==> config.mk <==
export PLATFORM = sky130hd
export DESIGN_NAME = div_arbiter
export DESIGN_NICKNAME = d
export VERILOG_FILES = /design/src/rtl/div_arbiter.sv
export SDC_FILE = /design/constraint.sdc
export NUM_CORES = 1
export LEC_CHECK = 0
export CELL_PAD_IN_SITES_DETAIL_PLACEMENT = 0
export CELL_PAD_IN_SITES_GLOBAL_PLACEMENT = 2
export CORE_MARGIN = 2
export CORE_UTILIZATION = 36
export DETAILED_ROUTE_END_ITERATION = 8
export DONT_BUFFER_PORTS = 1
export GPL_TIMING_DRIVEN = 0
export HOLD_SLACK_MARGIN = 0.08
export PLACE_DENSITY_LB_ADDON = 0.1
export SETUP_SLACK_MARGIN = 0.3
export SYNTH_ARGS = -nofsm -noshare
export SYNTH_HDL_FRONTEND = slang
export SYNTH_SLANG_ARGS = --single-unit
==> constraint.sdc <==
create_clock -name Clk_i -period 1.83 [get_ports Clk_i]
set_input_delay 0.183 -clock Clk_i [delete_from_list [all_inputs] [get_ports Clk_i]]
set_output_delay 0.183 -clock Clk_i [all_outputs]
set_load 0.1 [all_outputs]
==> src/rtl/div_arbiter.sv <==
// div_arbiter: rotating-priority arbiter sharing one iterative divider among N requesters (DIV_ZERO_BYPASS_EN answers x/0 locally)
module div_arbiter #(
  parameter int N = 4,
  parameter int L = 16,
  parameter int l = 3,
  localparam int IDW = $clog2(N)
) (
  input  logic             Clk_i,
  input  logic             RstN_i,
  input  logic [N-1:0]     Req_i,
  input  logic [N*L-1:0]   Dividend_i,
  input  logic [N*l-1:0]   Divisor_i,
  output logic [N-1:0]     Gnt_o,
  output logic             Busy_o,
  output logic             RspValid_o,
  input  logic             RspReady_i,
  output logic [IDW-1:0]   RspId_o,
  output logic [L-1:0]     RspQ_o,
  output logic [l-1:0]     RspR_o,
  output logic             RspDz_o,
  output logic             DivStart_o,
  output logic [L-1:0]     DivDividend_o,
  output logic [l-1:0]     DivDivisor_o,
  input  logic             DivDone_i,
  input  logic [L-1:0]     DivQ_i,
  input  logic [L:0]       DivA_i
);
  typedef enum logic [1:0] {IDLE, ISSUE, WAIT, RESP} state_t;
  state_t state;
  logic [IDW-1:0] rr_ptr, win_id, cand, rr_next;
  logic [L-1:0] win_dividend;
  logic [l-1:0] win_divisor;
  logic win_found, unused_rem_hi;
  // first requesting index at or above the rotating pointer, wrapping
  always_comb begin
    win_id = '0;
    cand = '0;
    for (int i = N - 1; i >= 0; i--) begin
      cand = IDW'((int'(rr_ptr) + i) % N);
      if (Req_i[cand]) win_id = cand;
    end
  end
  assign win_found = |Req_i;
  assign win_dividend = Dividend_i[win_id*L +: L];
  assign win_divisor = Divisor_i[win_id*l +: l];
  assign rr_next = (win_id == IDW'(N - 1)) ? '0 : win_id + 1'b1;
  assign Gnt_o = (RstN_i && state == IDLE && win_found) ? N'(1) << win_id : '0;
  assign unused_rem_hi = ^DivA_i[L:l];
  // arbitration / divider sequencing / response FSM with registered outputs
  always_ff @(posedge Clk_i or negedge RstN_i) begin
    if (!RstN_i) begin
      state <= IDLE;
      rr_ptr <= '0;
      Busy_o <= 1'b0;
      RspValid_o <= 1'b0;
      RspId_o <= '0;
      RspQ_o <= '0;
      RspR_o <= '0;
      RspDz_o <= 1'b0;
      DivStart_o <= 1'b0;
      DivDividend_o <= '0;
      DivDivisor_o <= '0;
    end else begin
      case (state)
        IDLE: if (win_found) begin
          rr_ptr <= rr_next;
          RspId_o <= win_id;
          DivDividend_o <= win_dividend;
          DivDivisor_o <= win_divisor;
          Busy_o <= 1'b1;
          RspDz_o <= 1'b0;
`ifdef DIV_ZERO_BYPASS_EN
          if (win_divisor == '0) begin
            state <= RESP;
            RspValid_o <= 1'b1;
            RspQ_o <= '1;
            RspR_o <= '0;
            RspDz_o <= 1'b1;
          end else begin
            state <= ISSUE;
            DivStart_o <= 1'b1;
          end
`else
          state <= ISSUE;
          DivStart_o <= 1'b1;
`endif
        end
        ISSUE: begin
          DivStart_o <= 1'b0;
          state <= WAIT;
        end
        WAIT: if (DivDone_i) begin
          RspQ_o <= DivQ_i;
          RspR_o <= DivA_i[l-1:0];
          RspValid_o <= 1'b1;
          state <= RESP;
        end
        RESP: if (RspReady_i) begin
          RspValid_o <= 1'b0;
          Busy_o <= 1'b0;
          state <= IDLE;
        end
        default: state <= IDLE;
      endcase
    end
  end
endmodule

; ---- Yosys cells after proc, flatten, opt, wreduce, memory -nomap -nowiden
; Index checks and enable logic that the tools add are counted.
[word_totals]
regBits = 47
in_bits = 117
out_inout_bits = 48
wordCells = 66
[op_classes]
n_addsub = 4
mul = 1
magnitude_cmp = 4
n_eq_ne = 7
shifts = 3
muxes = 24
n_reduce_logical = 13
[op_table]
columns = op, count
row1 = 64-bit by 7-bit indexed part select with 16-bit output, 1
row2 = 2-bit two-way mux, 8
row3 = "2-bit by 3-bit < comparator with 1-bit output, second input constant", 4
row4 = 12-bit by 5-bit indexed part select with 3-bit output, 1
row5 = 3-bit AND reduction, 3
row6 = 1-bit binary-select mux with 2-bit select, 4
row7 = 2-bit case mux with 4 select lines, 1
row8 = 1-bit two-way mux, 7
row9 = "2-bit equality test, second input constant", 3
row10 = "2-bit != test, second input constant", 3
row11 = 1-bit case mux with 2 select lines, 3
row12 = 2-bit AND reduction, 3
row13 = 2-bit nonzero test, 3
row14 = "2-bit by 1-bit adder with 2-bit output, second input constant", 2
row15 = "2-bit adder, second input constant", 2
row16 = "2-bit by 2-bit multiplier with 4-bit output, second input constant", 1
row17 = 4-bit two-way mux, 1
row18 = 4-bit OR reduction, 1
row19 = "1-bit by 2-bit left shift with 4-bit output, first input constant", 1
row20 = "2-bit by 1-bit equality test with 1-bit output, second input constant", 1
row21 = 1-bit logical AND, 2
row22 = 2-bit zero test, 1

; ---- Logic depth before layout (Yosys ltp)
[logic_depth]
ltp_word = 9
mapped_depth = 9
depth_no_buf = 7

; ---- Least setup slack after synthesis
; OpenSTA, ideal clock, no wires.
[synth_path]
path_type = register to output
startpoint = register rr_ptr[0]
endpoint = output Gnt_o[2]
arrival_ps = 3299
required_ps = 1647
slack_ps = -1652
stages_incl_launch_ff = 8
n_path_buf = 2
path_cell_list = dfrtp_1 -> nand2b_1 -> a21oi_1 -> a211o_1 -> buf_6 -> buf_6 -> inv_2 -> nor3b_1
[synth_between]
elab_chain_len = 9
word_cells_on_any_way = 17
cone_classes = 3 x add/sub / 1 x shift / 13 x mux
[synth_lines]
columns = item, line_no
row1 = from (decl), 30  ; logic [IDW-1:0] rr_ptr, win_id, cand, rr_next;
row2 = from (signal assigned), 66  ; rr_ptr <= rr_next;
row3 = 2-bit adder, 39  ; cand = IDW'((int'(rr_ptr) + i) % N);
row4 = 1-bit binary-select mux with 2-bit select, 40  ; if (Req_i[cand]) win_id = cand;
row5 = 1-bit two-way mux (not written as such), 40
row6 = 2-bit two-way mux (3 in series), 40
row7 = 2-bit two-way mux (*), 40
row8 = 1-bit by 2-bit left shift with 4-bit output (*), 47  ; assign Gnt_o = (RstN_i && state == IDLE && win_found) ? N'(1) << win_id : '0;
row9 = 4-bit two-way mux (*), 47
row10 = to (decl), 13  ; output logic [N-1:0] Gnt_o,
; Every way passes the cells marked *; elsewhere a longest branch is shown, timed or not. The select of a mux whose other input is x is not followed.

; ---- Final worst setup path
[layout_path]
startpoint = register rr_ptr[0]
endpoint = output Gnt_o[1]
; The elaborated chain is that of the path after synthesis.

==> metrics <==
CTS sink count 47; Worst R2R Start rr_ptr[0]; die area around 7800 um^2; CTS Buf Count 5; number of synthesized flops with an enable pin 0; CP startpoint kind register; fin crit share 1.34; clk_skew 0.00439 ns; worst-path maximum fanout 3; total of max-cap violations 0; Iter 0 DRT Violations 39; RSZ-0062 raised after global routing yes; fin util 0.514; Initial Util 0.373; Placed Area 2730 um^2; Root Buffer clkbuf_8; Post-synth ARST share 1.00; Main synth FF type dfrtp_1; I/O pins 165; WL final 6.97 mm; WP data arrival 2.26 ns; status finished, violations left; cell count after synthesis 215; FILL cells 609; initial antenna violation count 0; FF+latch area 1180 um^2; IO Port Bufs 0; Final Hold Vio Count 0; final setup fails 25; area grow syn2layout 37.8%; Yosys top cell by area dfrtp_1; Die W 88.1 um; min-delay src Dividend_i[27]; CTS clk-pin slew, worst paths 0.10 ns; Hold Path Class input port to register; FP Rows 30; multi-input combinational cell area 1450 um^2; vias roughly 1900; wire per inst 19.4 um; largest net degree at the start of global routing 48; Max Slew Vio Count 0; Yosys cell types 28; CTS tree done; Tmin final around 2.4 ns; DRT antenna net count 0; GP Congestion 0.743; detail-routed via count per cell about 5.3; Crit Path Class register to primary output; Slew @ Worst Pin 1.04 ns; Mapped Area 2550 um^2; antenna cells 0; post-synthesis register bit count 47; Fmax achieved 409 MHz; fin area 3510 um^2; Critical Path RT roughly 1.7 ns; Synth area leaders dfrtp_1, mux2i_1, mux2_2, o221ai_2, nand2_1; synth warn 0; share of the synthesized area in the top cell type 0.462; vias in the first global route 1975; Synth Net Count ~340; first-pass GRT wire length slightly below 10 mm; Worst Hold Slack 0.0746 ns; layout cell share with drive strength beyond 1 0.367; failing checks setup timing; DRC 0; Max-slew headroom 0.303; worst skew pair latency 0.30 ns; commonest cells in the netlist dfrtp_1, mux2i_1, nand2_1; Die Height 88.1 um; Setup TNS -3.40 ns; cell with the most instances after synthesis dfrtp_1; CTS max path bufs 2; Setup crit start rr_ptr[0]; Seq/Total Area, Yosys 0.462; fin nets 385; TritonRoute pass-1 iters 4; Total GRT Usage 0.166; CP Capture Type primary output; total gr overflow 0; Detailed Place HPWL 4.71 mm; CTS H-Tree Depth 2; mean area per synthesized cell 11.8 um^2; core region area 6830 um^2; PnR worst setup slack -0.614 ns
## through the flow
step / instances / setup slack, ns
finish: 360 / -0.614
floorplan: 215 / -0.272
CTS: 351 / -0.648
global route: 360 / -0.659
detailed placement: 311 / -0.379
global placement: 311 / -0.339
## layout make-up
type	instances	area share
multi-input cells	149	0.414
clock inverters	3	0.00677
flip-flops and latches	47	0.335
inverters	5	0.00677
plain buffers	14	0.0474
well taps	96	0.0342
clock buffers	5	0.0196
repair buffers	41	0.136
## critical path: stages (launching register included)
cell and delay [ns]:
dfrtp_1 0.42, nor2b_4 0.06, a21o_1 0.15, a211o_1 0.28, buf_6 0.13, buf_12 0.12
nor3_4 0.80
## path summary, 6_finish.rpt
path                                      to  slack [ns]  depth (start not counted)
min in group asynchronous   DivDividend_o[0]        0.38                          2
setup / recovery                    Gnt_o[1]       -0.61                          6
max in group asynchronous          RspQ_o[5]        1.21                          2
hold reg to reg                    rr_ptr[1]        0.60                          2
hold / removal             DivDividend_o[11]        0.07                          2
setup reg to reg            DivDividend_o[1]       -0.13                         10
## cells by family (layout without fill, tap and decap cells)
logic type	after synthesis	after routing	share of synthesized area
and+or+nand+nor	53	53	0.0987
DFF	47	47	0.462
AOI/OAI and AO/OA	33	33	0.128
buffers and inverters	19	68	0.0526
muxes	57	57	0.233
other	1	1	0.00147
adders and majority gates	5	5	0.0246
## repair_timing
item	4_1_cts	5_1_grt
cloned	1	2
setup buffers	8	4
gates resized for setup	29	23
hold buffers	23	3
endpoints found under the hold margin	70	2
pin swaps	6	13
setup endpoints to repair	37	28
## routing by layer
layer,vias up,track usage,share of wire
li1,879,-,-
met1,933,0.172,0.36
met2,98,0.322,0.55
met3,7,0.0481,0.074
met4,0,0.0496,0.0099
met5,-,0,0
## cells in the final DEF, fill, tap and decap left out, types with 3 or more instances in the layout
master,instances
o221ai_1,6
mux2i_4,10
clkbuf_8,5
mux2i_1,26
dfrtp_1,47
ha_1,3
nand2b_1,5
buf_6,7
a21oi_1,7
nor2_1,5
nand2_1,31
buf_4,10
o221ai_2,13
inv_1,4
dlygate4sd3_1,25
mux2_2,19
buf_12,6
## state kept, by name, indices dropped and copies added, names as in the netlist, 2 cells and up
name	count
state	2
RspQ_o	16
rr_ptr	2
RspR_o	3
DivDividend_o	16
DivDivisor_o	3
RspId_o	2
Power is not shown: default switching activity piles up to over one toggle a cycle in this logic, so the estimate is an artifact.
